## config.mk

```make
export PLATFORM = sky130hd
export DESIGN_NAME = uart_tx
export DESIGN_NICKNAME = d
export VERILOG_FILES = /design/src/rtl/uart_tx.sv
export SDC_FILE = /design/constraint.sdc
export NUM_CORES = 1
export LEC_CHECK = 0
export CORE_ASPECT_RATIO = 1.4
export CORE_MARGIN = 2
export CORE_UTILIZATION = 50
export DETAILED_ROUTE_END_ITERATION = 10
export PLACE_DENSITY = 0.75
export SLEW_MARGIN = 20
export SYNTH_ARGS = -nofsm -noshare
export SYNTH_HDL_FRONTEND = slang
export SYNTH_SLANG_ARGS = --single-unit
```

## constraint.sdc

```tcl
create_clock -name clk -period 3.4 [get_ports clk]
set_input_delay 0.34 -clock clk [delete_from_list [all_inputs] [get_ports clk]]
set_output_delay 0.34 -clock clk [all_outputs]
set_load 0.01 [all_outputs]
```

## src/rtl/uart_tx.sv

```systemverilog
// 8N1 UART transmitter: a one-cycle trmt strobe loads a byte that is sent LSB-first,
// each bit held for BAUD_DIV clocks, with a sticky tx_done flag on completion.
module uart_tx #(
  parameter int BAUD_DIV  = 2604,
  parameter int DATA_BITS = 8
) (
  input  logic                 clk,
  input  logic                 rst,
  input  logic                 trmt,
  input  logic [DATA_BITS-1:0] tx_data,
  input  logic                 clr_done,
  output logic                 TX,
  output logic                 busy,
  output logic                 tx_done
);

  localparam logic [11:0] BAUD_LAST = 12'(BAUD_DIV - 1);
  localparam logic [3:0]  LAST_BIT  = 4'(DATA_BITS + 1);

  typedef enum logic {IDLE, XMIT} state_t;

  state_t               state, state_nxt;
  logic [DATA_BITS:0]   shift_reg, shift_nxt;
  logic [11:0]          baud_cnt, baud_nxt;
  logic [3:0]           bit_cnt, bit_nxt;
  logic                 busy_nxt, done_nxt;

  always_ff @(posedge clk) begin
    if (rst) begin
      state     <= IDLE;
      shift_reg <= '1;
      baud_cnt  <= '0;
      bit_cnt   <= '0;
      busy      <= 1'b0;
      tx_done   <= 1'b0;
    end else begin
      state     <= state_nxt;
      shift_reg <= shift_nxt;
      baud_cnt  <= baud_nxt;
      bit_cnt   <= bit_nxt;
      busy      <= busy_nxt;
      tx_done   <= done_nxt;
    end
  end

  // Completion is evaluated after the clear so that set wins on a shared edge.
  always_comb begin
    state_nxt = state;
    shift_nxt = shift_reg;
    baud_nxt  = baud_cnt;
    bit_nxt   = bit_cnt;
    busy_nxt  = busy;
    done_nxt  = tx_done;
    if (clr_done) done_nxt = 1'b0;
    case (state)
      IDLE: begin
        if (trmt) begin
          shift_nxt = {tx_data, 1'b0};
          baud_nxt  = '0;
          bit_nxt   = '0;
          busy_nxt  = 1'b1;
          done_nxt  = 1'b0;
          state_nxt = XMIT;
        end
      end
      XMIT: begin
        if (baud_cnt == BAUD_LAST) begin
          baud_nxt  = '0;
          shift_nxt = {1'b1, shift_reg[DATA_BITS:1]};
          if (bit_cnt == LAST_BIT) begin
            bit_nxt   = '0;
            busy_nxt  = 1'b0;
            done_nxt  = 1'b1;
            state_nxt = IDLE;
          end else begin
            bit_nxt = bit_cnt + 4'd1;
          end
        end else begin
          baud_nxt = baud_cnt + 12'd1;
        end
      end
      default: state_nxt = IDLE;
    endcase
  end

  assign TX = shift_reg[0];

endmodule

```

* After elaboration in Yosys (flattened, before gate mapping) *
Index checks and enable logic that the tools add are counted.

operators by class
  add/subtract/negate cells = 2
  equal/unequal tests = 5
  muxes and demuxes = 23
  bitwise operators = 1
  reduce and logical (&&, ||, !) cells = 2

operators with widths
  kind                     count
  $mux W12                 2
  $pmux W12 S2             1
  $mux W9                  2
  $pmux W9 S2              1
  $add A12 B1 Y12 const B  1
  $eq A12 B12 Y1 const B   1
  $mux W4                  3
  $mux W1                  10
  $pmux W4 S2              1
  $pmux W1 S2              3
  $add A4 B1 Y4 const B    1
  $eq A4 B4 Y1 const B     1
  $ne A2 B1 Y1 const B     2
  $reduce_and A3 Y1        1
  $ne A2 B2 Y1 const B     1
  $reduce_and A2 Y1        1
  $not A1 Y1               1

word-level totals
  register bits = 28
  input bits = 12
  output and inout bits = 3
  word-level logic and storage cells = 39

* Longest topological paths before layout *
  depth in word-level cells = 4
  gate-level depth with buffers = 6
  gate-level depth less buffers = 6

* Least setup slack after synthesis *
Ideal clock, no wire load.

  kind = reg-to-reg
  start point = reg baud_cnt[0]
  end point = reg bit_cnt[1]
  library setup time = 87 ps
  arrival = 1663 ps
  required time = 3313 ps
  slack = 1650 ps
  cell stages (with the launch flop) = 7
  buffers on the path = 1
  period minus slack after synthesis = 1750 ps
  path through = dfxtp_1 > ha_1 > and4bb_2 > and4_1 > clkbuf_1 > or4_1 > o31ai_1

between the ends
  cells in the longest elaborated chain, start to end = 3

ends and longest elaborated chain
  item                                RTL line  source
  from (decl)                         24        logic [11:0] baud_cnt, baud_nxt;
  from (signal assigned)              39        baud_cnt <= baud_nxt;
  $eq A12 B12 Y1                      67        if (baud_cnt == BAUD_LAST) begin
  $ne A2 B1 Y1 (no source line)       -
  $reduce_and A2 Y1 (no source line)  -
  to (signal assigned)                40        bit_cnt <= bit_nxt;
  to (decl)                           25        logic [3:0] bit_cnt, bit_nxt;

Every way passes these cells.
A chain may end at the register's enable or synchronous reset.

* Final worst setup path *
  start point = reg state
  end point = reg baud_cnt[8]

between the ends
  cells in the longest elaborated chain, start to end = 2
  elaborated cells on any way between the ends = 3
  classes of those cells = eq/ne (1); mux (1); bitwise (1)

ends and longest elaborated chain
  item                                                 RTL line  source
  from (decl)                                          22        state_t state, state_nxt;
  from (signal assigned)                               37        state <= state_nxt;
  $not A1 Y1                                           -
  $pmux W12 S2 / $ne A2 B2 Y1 (equally long branches)  -

Parallel ways exist; a longest one is shown, timed or not.

==> flow_metrics.tcl <==
set metrics [dict create \
    outcome "completed" \
    ys.flop_type "dfxtp_1" \
    wl_mm 2.79 \
    worstPathRequired_ps 3660 \
    avgViaCountPerCell 5.75 \
    synth_fa_ha_area_frac 0.0265 \
    cts-resized-gates 0 \
    largest_reg_flops 12 \
    area_growth_pct 14.3 \
    synth_xor_area_frac 0.00618 \
    maxSlewHeadroom 0.325 \
    power.clock.fraction 0.276 \
    finalCriticalPeriod_ps 2370 \
    cpMaxStageDelayCell "dfxtp_1" \
    grt_pass1_vias 1202 \
    max_stage_delay_ps 830 \
    dp_slack_ps 863 \
    cts_tree "built" \
    min-delay-path-class "register to register" \
    crit_top_cell "a21oi_1" \
    synth.distinct_cells 42 \
    drt-initial-drc-count 39 \
    final.setup_skew_ps 5.90 \
    synth_top_family_by_area "simple AND/OR/NAND/NOR gates" \
    synthCells 161 \
    route.detailed.drc 0 \
    dr_total_vias 1195 \
    crit_buf_inv 0 \
    p_int_w 0.000442 \
    arrival_ps 2630 \
    cp_cell_sequence "nand2b_1 > a31oi_1 > a21oi_1 > a21oi_1" \
    rsz0062_at_grt "false" \
    max_cap_violations 0 \
    clk_latency_ps 320 \
    tns_ps 0 \
    worst_slack_ps 1030 \
    synth_top_area_cell "dfxtp_1" \
    die_w_microns 49 \
    comb_power_share 0.115 \
    die_y_microns 67 \
    clockBufferDepth 2 \
    critPathMaxFanout 24 \
    finalMaxSlewViolations 0 \
    avgRoutedWirePerCell_microns 13.4 \
    setup_violations 0 \
    synth_area_leaders "dfxtp_1 (40%), mux2i_1 (5.6%), nor2b_1 (4.0%), a211oi_1 (3.7%), nand2_1 (3.2%)" \
    yosys_warnings 0 \
    clkSinkCount 28 \
    htree_levels 1 \
    cts_buffers 3 \
    dieArea_sq_mm 0.00328 \
    fin_area_sq_mm 0.00162 \
    synth_fp_nets 176 \
    pwr-share-seq 0.610 \
    ioPinCount 15 \
    ant_nets 0 \
    synth-compound-area-share 0.156 \
    grt_overflow 0 \
    ys_seq_area_frac 0.395 \
    hold_violations 0 \
    p_per_area_mw_per_mm2 357 \
    clk_pin_slew_ps 150 \
    max_freq_ghz 0.422 \
    crit_path_start_kind "register" \
    dp_hpwl_mm 2.06 \
    io_buffers 14 \
    final_nets 188 \
    drive_above_1_share 0.0988 \
    ctsHoldBuffers 0 \
    core_sq_mm 0.00267 \
    synth_edf_count 0 \
    num_rows 22 \
    synth_area_sq_mm 0.00142 \
    grt_use_total 0.194 \
    gp_routability_congestion 0.848 \
    vdd_drop_max_mv 0.314 \
    ys_ff_latch 28 \
    yosys.area_share.simple 0.316 \
    synth_area_per_cell_sq_um 8.81 \
    start_util 0.531 \
    grt_pass1_wl_mm 4.99 \
    min_period_over_period 0.697 \
    synth-async-reset-ratio 0 \
    synth_top_area_share 0.395 \
    place_area_sq_mm 0.00158 \
    antennaDiodeCount 0 \
    worst-setup-path-type "register to register" \
    cts-root-buf "clkbuf_4" \
    antenna_found_initial 0 \
    cts_setup_buffers 0 \
    grt_max_degree 25 \
    cp-end-kind "register" \
    p_sw_w 0.000137 \
    synth.mux.area_fraction 0.0644 \
    worst-slew-pin-transition_ps 1010 \
    firstDrtPassIters 4 \
    crit_family "compound AO/OA/AOI/OAI gates" \
    leakagePower_nw 0.581 \
    swShare 0.237 \
]
==> cell families (layout without fill, tap and decap cells) <==
group,Yosys count,in the layout
fa+ha+maj,3,3
xor+xnor,1,1
buf+inv,13,24
mux,9,9
flops,28,28
compound gates,32,32
simple gates,75,75
==> routing by layer <==
metal / track usage / vias to the layer above / routed length [microns]
met5: 0 / - / 0
met4: 0.125 / 0 / 29
met3: 0.0247 / 4 / 64
met2: 0.361 / 24 / 1470
met1: 0.205 / 550 / 1230
li1: - / 617 / -
==> worst paths after layout <==
kind	start	slack, ps	depth (start not counted)	endpoint
worst max-delay path	state$_SDFF_PP0_	1030	4	baud_cnt[8]$_SDFFE_PP0P_
worst min-delay path	shift_reg[1]$_SDFFE_PP1P_	520	1	shift_reg[0]$_SDFFE_PP1P_
worst max register to register	state$_SDFF_PP0_	1030	4	baud_cnt[8]$_SDFFE_PP0P_
worst min register to register	shift_reg[1]$_SDFFE_PP1P_	520	1	shift_reg[0]$_SDFFE_PP1P_
==> power groups by stage <==
stage               Clock, W  Sequential, W  Combinational (W)
floorplan                  0       0.000355          0.0000451
global placement           0       0.000359          0.0000642
detailed placement         0       0.000360          0.0000661
CTS                 0.000166       0.000353          0.0000666
global route        0.000179       0.000355          0.0000729
finish              0.000160       0.000353          0.0000664
==> cells in the mapped netlist (4+ instances only) <==
cell      count
dfxtp_1      28
nand2_1      12
nor2_1       11
nor2b_1       9
mux2i_1       8
a211oi_1      7
a21oi_1       7
clkbuf_1      7
nand3_1       7
inv_1         5
nor3_1        4
o21ai_0       4
==> cell type report <==
type / count / area (sq um)
fillers: 232 / 1050
multi-input cells: 120 / 812
flip-flops and latches: 28 / 561
repair buffers: 15 / 148
well taps: 36 / 45.0
clock buffers: 4 / 36.3
inverters: 5 / 18.8
==> placed cells by master, fill, tap and decap left out, types with 3 or more instances in the layout <==
cell type	synthesis	layout
dfxtp_1	28	28
clkdlybuf4s50_1	0	14
nand2_1	12	12
nor2_1	11	11
nor2b_1	9	9
mux2i_1	8	8
a21oi_1	7	7
a211oi_1	7	7
nand3_1	7	7
inv_1	5	5
o21ai_0	4	4
nand4_1	3	3
nor3b_1	3	3
nand2b_1	3	3
a22o_1	3	3
or4_1	3	3
o211ai_1	3	3
nor3_1	4	3
ha_1	3	3
clkbuf_4	0	3
==> through the flow <==
stage          power (W)  instances  hold slack [ps]   util
2_1_floorplan   0.000400        161              436      -
3_3_place_gp    0.000423        204              447  0.591
3_5_place_dp    0.000426        204              475  0.591
4_1_cts         0.000585        208              514  0.605
5_1_grt         0.000607        208              537  0.607
6_report        0.000579        208              516  0.607
No activity file was read; power rests on OpenSTA's default activity.
==> edit 1, RTL diff (same flow settings) <==
Reset style: asynchronous (`rst`), changed in one clocked block.
--- a/src/rtl/uart_tx.sv
+++ b/src/rtl/uart_tx.sv
@@ -25,7 +25,7 @@
   logic [3:0]           bit_cnt, bit_nxt;
   logic                 busy_nxt, done_nxt;
 
-  always_ff @(posedge clk) begin
+  always_ff @(posedge clk or posedge rst) begin
     if (rst) begin
       state     <= IDLE;
       shift_reg <= '1;
Check against the original RTL: differs if rst is asserted again (counterexample within 4 cycles, from zero or initial values and one cycle with rst high); with rst held inactive, the same outputs for 10 cycles.
==> edit 1 against the unedited design <==
  * Sequential cell count stayed put
  * Routed wire length up 11%
  * Sequential power is 1% higher
  * Final area grew 6.9%
  * Highest routed layer unchanged
  * Power grew 4.3%
  * Area after synthesis is 6.6% higher
  * Largest cell class unchanged
  * Synthesized cell count decreased by 7.5%
  * Clock power up 28%
  * Setup slack gained 120 ps
  * Sequential share of layout area grew 6.5 points
  * Die area is 6.1% higher
  * Critical endpoint is now baud_cnt[6]
==> edit 1: results (changes against the unedited design) <==
** Clock network
- Clock root buffer master :: sky130_fd_sc_hd__clkbuf_8
- Resize count post-CTS :: 0 (unchanged)
- The clock transition at the registers of the reported paths came to 90 ps (-60 ps).
- The clock latency on the worst-skew pair is 280 ps (-40 ps).
- Number of setup buffers added after CTS :: 0 (unchanged)
- The count of H-tree levels built during CTS came to 1 (unchanged).

** Worst hold path
- Path class of the lowest-slack min-delay path :: in2async

** Route
- The wire length after detailed routing came to 3110 microns (+11%).
- Post-DRT Antenna Nets :: 0 (unchanged)
- Drt first-iter violations :: 23 (-41%)
- The post-detailed-route via-to-cell ratio was 5.87 (+2.1%).

** Power
- Maximum vdd ir drop :: 0.168 mV (-46%)
- Total net switching power :: 128 uW (-6.8%)
- Leakage power :: 0.000718 uW (+24%)

** Placed design
- HPWL after detailed placement :: 2190 microns (+6.2%)
- Port Buffers :: 14 (unchanged)
- Placer congestion estimate :: 0.878 (+3.5%)
- The placed instance area came to 0.00168 sq mm (+6.2%).

** Worst setup path
- The arrival time of the worst setup path came to 2460 ps (-170 ps).
- The slowest stage of the critical path belongs to the cell sky130_fd_sc_hd__dfrtp_1.
- On the critical path the largest part of the delay comes from compound AO/OA/AOI/OAI gates.
- Crit-path max FO :: 19 (-21%)
- The maximum cell stage delay along the critical path came to 780 ps (-50 ps).

** Finish
- Fraction of final layout cells with drive strength greater than 1 :: 22.1% (+12 points)
- Filler instances :: 249 (+7.3%)
- Net count reported at finish :: 179 (-4.8%)

** Global route
- The global router's overall resource usage came to 20.7% (+1.3 points).
- Met2 track demand over resource in global routing :: 36.4% (+0.27 points)
- The pin count of the biggest net entering global routing came to 29 (+16%).
- The first-pass GRT wire length came to 5510 microns (+11%).
- The met1 track utilization from global routing was 24.5% (+4.0 points).
- The met3 usage in global routing was 1.95% (-0.52 points).
- Via count of the first global-routing pass :: 1232 (+2.5%)
- Initial antenna violation count :: 0 (unchanged)

** Timing
- Transition time of the tightest slew-check pin :: 943 ps (-64.6 ps)
- Setup clock skew after layout :: 8.11 ps (+2.21 ps)

** Synth
- Count of different cell masters after synthesis :: 37 (-12%)
- Syn nets :: 164 (-6.8%)
- Post-synthesis sequential area ratio :: 47.1% (+7.6 points)
- Synth top area cells :: sky130_fd_sc_hd__dfrtp_1 31%, sky130_fd_sc_hd__dfstp_2 16%, sky130_fd_sc_hd__mux2_2 11%
- Commonest cells post-synth :: 19 x sky130_fd_sc_hd__dfrtp_1, 17 x sky130_fd_sc_hd__nand2_1, 15 x sky130_fd_sc_hd__mux2_2, 14 x sky130_fd_sc_hd__o21ai_0
- The async set-reset flop share out of synthesis was 100% (+100 points).

** Run status
- The run finished with clean final reports.
[edit 1: cell types whose count changed in the layout (fill, tap and decap cells not counted), sizes merged, moves of 4 or more]
cell and delta:
dfrtp +19, mux2i -8, nor2b -8, a211oi -7
o21ai +11, dfxtp -28, dfstp +9, nor2 -5
nand2 +5, or3 -4, mux2 +14
[edit 1: through the flow]
| stage | cells | setup WS, ps |
|---|---|---|
| 3_5_place_dp | 196 | 1230 |
| 4_1_cts | 200 | 1160 |
| 5_1_grt | 200 | 862 |
| 3_3_place_gp | 196 | 1280 |
| 2_1_floorplan | 149 | 1700 |
| 6_report | 200 | 1150 |
[edit 1: cells by family (layout without fill, tap and decap cells)]
group | after synthesis | count (layout) | synth area share [%]
buffers and inverters | 13 | 27 | 3.64
AO/OA/AOI/OAI | 35 | 35 | 14.7
adder cells (fa/ha/maj) | 3 | 3 | 2.48
flip-flops | 28 | 28 | 47.1
multiplexers | 15 | 15 | 11.2
AND/OR/NAND/NOR | 55 | 55 | 20.9
[edit 1: final timing paths]
path / start / endpoint / slack (ps)
max: state / baud_cnt[6] / 1150
min: rst / baud_cnt[4] / 460
max reg2reg: state / baud_cnt[6] / 1150
min reg2reg: shift_reg[8] / shift_reg[8] / 470
max in group asynchronous: rst / baud_cnt[0] / 2490
min in group clk: shift_reg[8] / shift_reg[8] / 470
[edit 1: power groups by stage]
stage | clock network [uW] | logic [uW] | registers [uW]
floorplan | 0 | 22.3 | 361
global placement | 0 | 40.0 | 362
detailed placement | 0 | 41.6 | 363
CTS | 209 | 41.9 | 357
global route | 220 | 45.8 | 359
finish | 205 | 41.1 | 357
[edit 1: routing by layer]
layer  part of all wire [%]  wire length [microns]
met2                     54                   1680
met3                    2.5                     78
met1                     42                   1300
met4                    1.7                     53
met5                      0                      0
[edit 1: worst register-to-register path: cells and delay by family (launching register included)]
kind                   cells  cell delay [ps]
AO/OA/AOI/OAI              3             1080
buffers and inverters      1              320
flip-flops                 1              780
[edit 1: area by class of cell]
class                   count  area, sq um  area share (%)
multi-input cells         108          744            43.0
inverters                   9         33.8            1.95
flip-flops and latches     28          712            41.1
clock buffers               4         55.1            3.18
well taps                  37         46.3            2.67
repair buffers             14          140            8.09
==> edit 2, RTL diff (same settings) <==
Without the edit above. Set the parameter `BAUD_DIV` to 1953 (it was 2604).
--- a/src/rtl/uart_tx.sv
+++ b/src/rtl/uart_tx.sv
@@ -1,7 +1,7 @@
 // 8N1 UART transmitter: a one-cycle trmt strobe loads a byte that is sent LSB-first,
 // each bit held for BAUD_DIV clocks, with a sticky tx_done flag on completion.
 module uart_tx #(
-  parameter int BAUD_DIV  = 2604,
+  parameter int BAUD_DIV  = 1953,
   parameter int DATA_BITS = 8
 ) (
   input  logic                 clk,
Check against the original RTL: no difference found for any inputs over 10 cycles, from zero or initial values and one cycle with rst high; that may be too few to reach the edited logic, so the function may still have changed.
==> edit 2 against the unedited design <==
  * Final area is 1.9% higher
  * Sequential share of layout area is 0.63 points lower
  * Core utilization shrank 2.2 points
  * Power is 7.4% higher
  * Critical path type unchanged
  * Non-clock buffer count is 1 higher
  * Sequential cell count is the same
  * Setup slack better by 230 ps
  * Area after synthesis rose by 1.9%
  * Highest routed layer unchanged
  * Count of clock-buffer cells in the layout did not move
  * Routed wire length up 8.9%
==> edit 2: results (changes against the unedited design) <==
** Run status
- Result of the run :: complete, no violations

** Route
- Total detailed-routing wirelength :: 3040 microns (+8.9%)
- The number of detailed-routing iterations run before antenna repair is 5 (+1).
- Vias :: 1284 (+7.4%)
- Routed wl met3 :: 131 microns (+100%)
- Drt first-iter violations :: 37 (-5.1%)
- Met1 wire length :: 1360 microns (+10%)
- Length of routed met2 wiring :: 1480 microns (+1.0%)

** Worst setup path
- The slack of the worst reg-to-reg path is 1260 ps (+230 ps).
- Crit-path max FO :: 21 (-13%)
- Arrival time worst endpoint :: 2290 ps (-340 ps)

** Global route
- Met2 track demand over resource in global routing :: 35.0% (-1.2 points)
- Met1 track utilization from global routing :: 21.7% (+1.2 points)
- The met3 usage in global routing is 3.98% (+1.5 points).
- Global-route total usage across every layer :: 19.4% (-0.071 points)
- The pin count of the biggest net entering global routing was 22 (-12%).
- Global-route wire length before repair :: 5010 microns (+0.42%)
- Via count of the first global-routing pass :: 1179 (-1.9%)

** Power
- The static power due to leakage is 0.000574 uW (-1.2%).
- Maximum vdd ir drop :: 0.279 mV (-11%)
- Proportion of total power due to net switching :: 23.3% (-0.39 points)

** Clock network
- Latest clock arrival within the worst-skew pair :: 270 ps (-50 ps)
- Resize count post-CTS :: 0 (unchanged)
- Number of buffers inserted during clock tree synthesis :: 3 (unchanged)
- Clock root buffer master :: sky130_fd_sc_hd__clkbuf_8
- H-tree levels :: 1 (unchanged)
- The clock transition at the registers of the reported paths is 90 ps (-60 ps).
- The post-CTS setup repair buffer count was 0 (unchanged).

** Synth
- The synthesized-area fraction occupied by xor and xnor cells came to 0.606% (-0.012 points).
- The share of the yosys chip area belonging to registers is 38.8% (-0.75 points).
- Cell count after synthesis :: 164 (+1.9%)
- The number of nets produced by synthesis was 180 (+2.3%).
- The multiplexer area fraction after synthesis came to 8.40% (+2.0 points).
- The post-synthesis compound-gate area fraction is 16.7% (+1.1 points).
- The area share of fa/ha/maj cells after synthesis is 3.46% (+0.82 points).
- Commonest cells post-synth :: 28 x sky130_fd_sc_hd__dfxtp_1, 11 x sky130_fd_sc_hd__mux2i_1, 11 x sky130_fd_sc_hd__nand2_1
- Synth top area cells :: sky130_fd_sc_hd__dfxtp_1 39%, sky130_fd_sc_hd__mux2i_1 7.6%, sky130_fd_sc_hd__a31oi_1 3.9%
- The number of distinct standard cells referenced by the synthesized netlist came to 46 (+9.5%).
- FFs w/ async S/R, synth :: 0% (unchanged)

** Placed design
- The estimated wirelength of the detail-placed design came to 2230 microns (+8.0%).
- Placer congestion estimate :: 0.952 (+12%)
- Post-Place Worst Slack :: 1230 ps (+370 ps)
- Instance area after placement :: 0.00160 sq mm (+1.0%)

** Finish
- Filler instances :: 280 (+21%)
- The layout cell share with drive strength beyond 1 came to 8.52% (-1.4 points).
- The final instance count without filler cells was 213 (+2.4%).
- Net count reported at finish :: 193 (+2.7%)
- Antenna cells :: 0 (unchanged)

** Timing
- Period utilisation layout :: 62.8% (-6.9 points)
- Relative slew slack :: 46.3% (+14 points)
- Worst hold-check slack :: 473 ps (-42.6 ps)
- The maximum clock skew at final layout was 1.73 ps (-4.17 ps).
[edit 2: cell count changes after synthesis, moves of 3 or more]
| cell | before | now |
|---|---|---|
| sky130_fd_sc_hd__nor4_1 | 0 | 9 |
| sky130_fd_sc_hd__a31oi_1 | 1 | 9 |
| sky130_fd_sc_hd__a211oi_1 | 7 | 1 |
| sky130_fd_sc_hd__o21ai_0 | 4 | 9 |
| sky130_fd_sc_hd__nand2b_1 | 3 | 0 |
| sky130_fd_sc_hd__a22o_1 | 3 | 0 |
| sky130_fd_sc_hd__clkbuf_1 | 7 | 3 |
| sky130_fd_sc_hd__mux2i_1 | 8 | 11 |
| sky130_fd_sc_hd__nor2b_1 | 9 | 2 |
[edit 2: cell type report]
| type | count | area [sq um] | share of cell area (%) |
|---|---|---|---|
| Multi-Input combinational cell | 120 | 803 | 48.7 |
| Sequential cell | 28 | 561 | 34.0 |
| Timing Repair Buffer | 16 | 155 | 9.40 |
| Clock buffer | 4 | 55.1 | 3.34 |
| Tap cell | 37 | 46.3 | 2.81 |
| Inverter | 8 | 30.0 | 1.82 |
[edit 2: final timing paths]
| kind | to | from | cells after the start |
|---|---|---|---|
| setup / recovery | shift_reg[5] | state | 3 |
| hold / removal | shift_reg[0] | shift_reg[1] | 1 |
| setup reg to reg | shift_reg[5] | state | 3 |
| hold reg to reg | shift_reg[0] | shift_reg[1] | 1 |
[edit 2: critical path: stages (launching register included)]
cell and delay (ps):
sky130_fd_sc_hd__dfxtp_1 850, sky130_fd_sc_hd__and4_1 710, sky130_fd_sc_hd__or2_1 330, sky130_fd_sc_hd__a31oi_1 130
[edit 2: power groups by stage]
stage	registers, uW	logic [uW]	clock network, uW
after CTS	349	65.0	212
final	349	64.9	208
after floorplan	351	43.9	0
after global placement	356	63.3	0
after global routing	350	71.4	224
after detailed placement	356	64.7	0
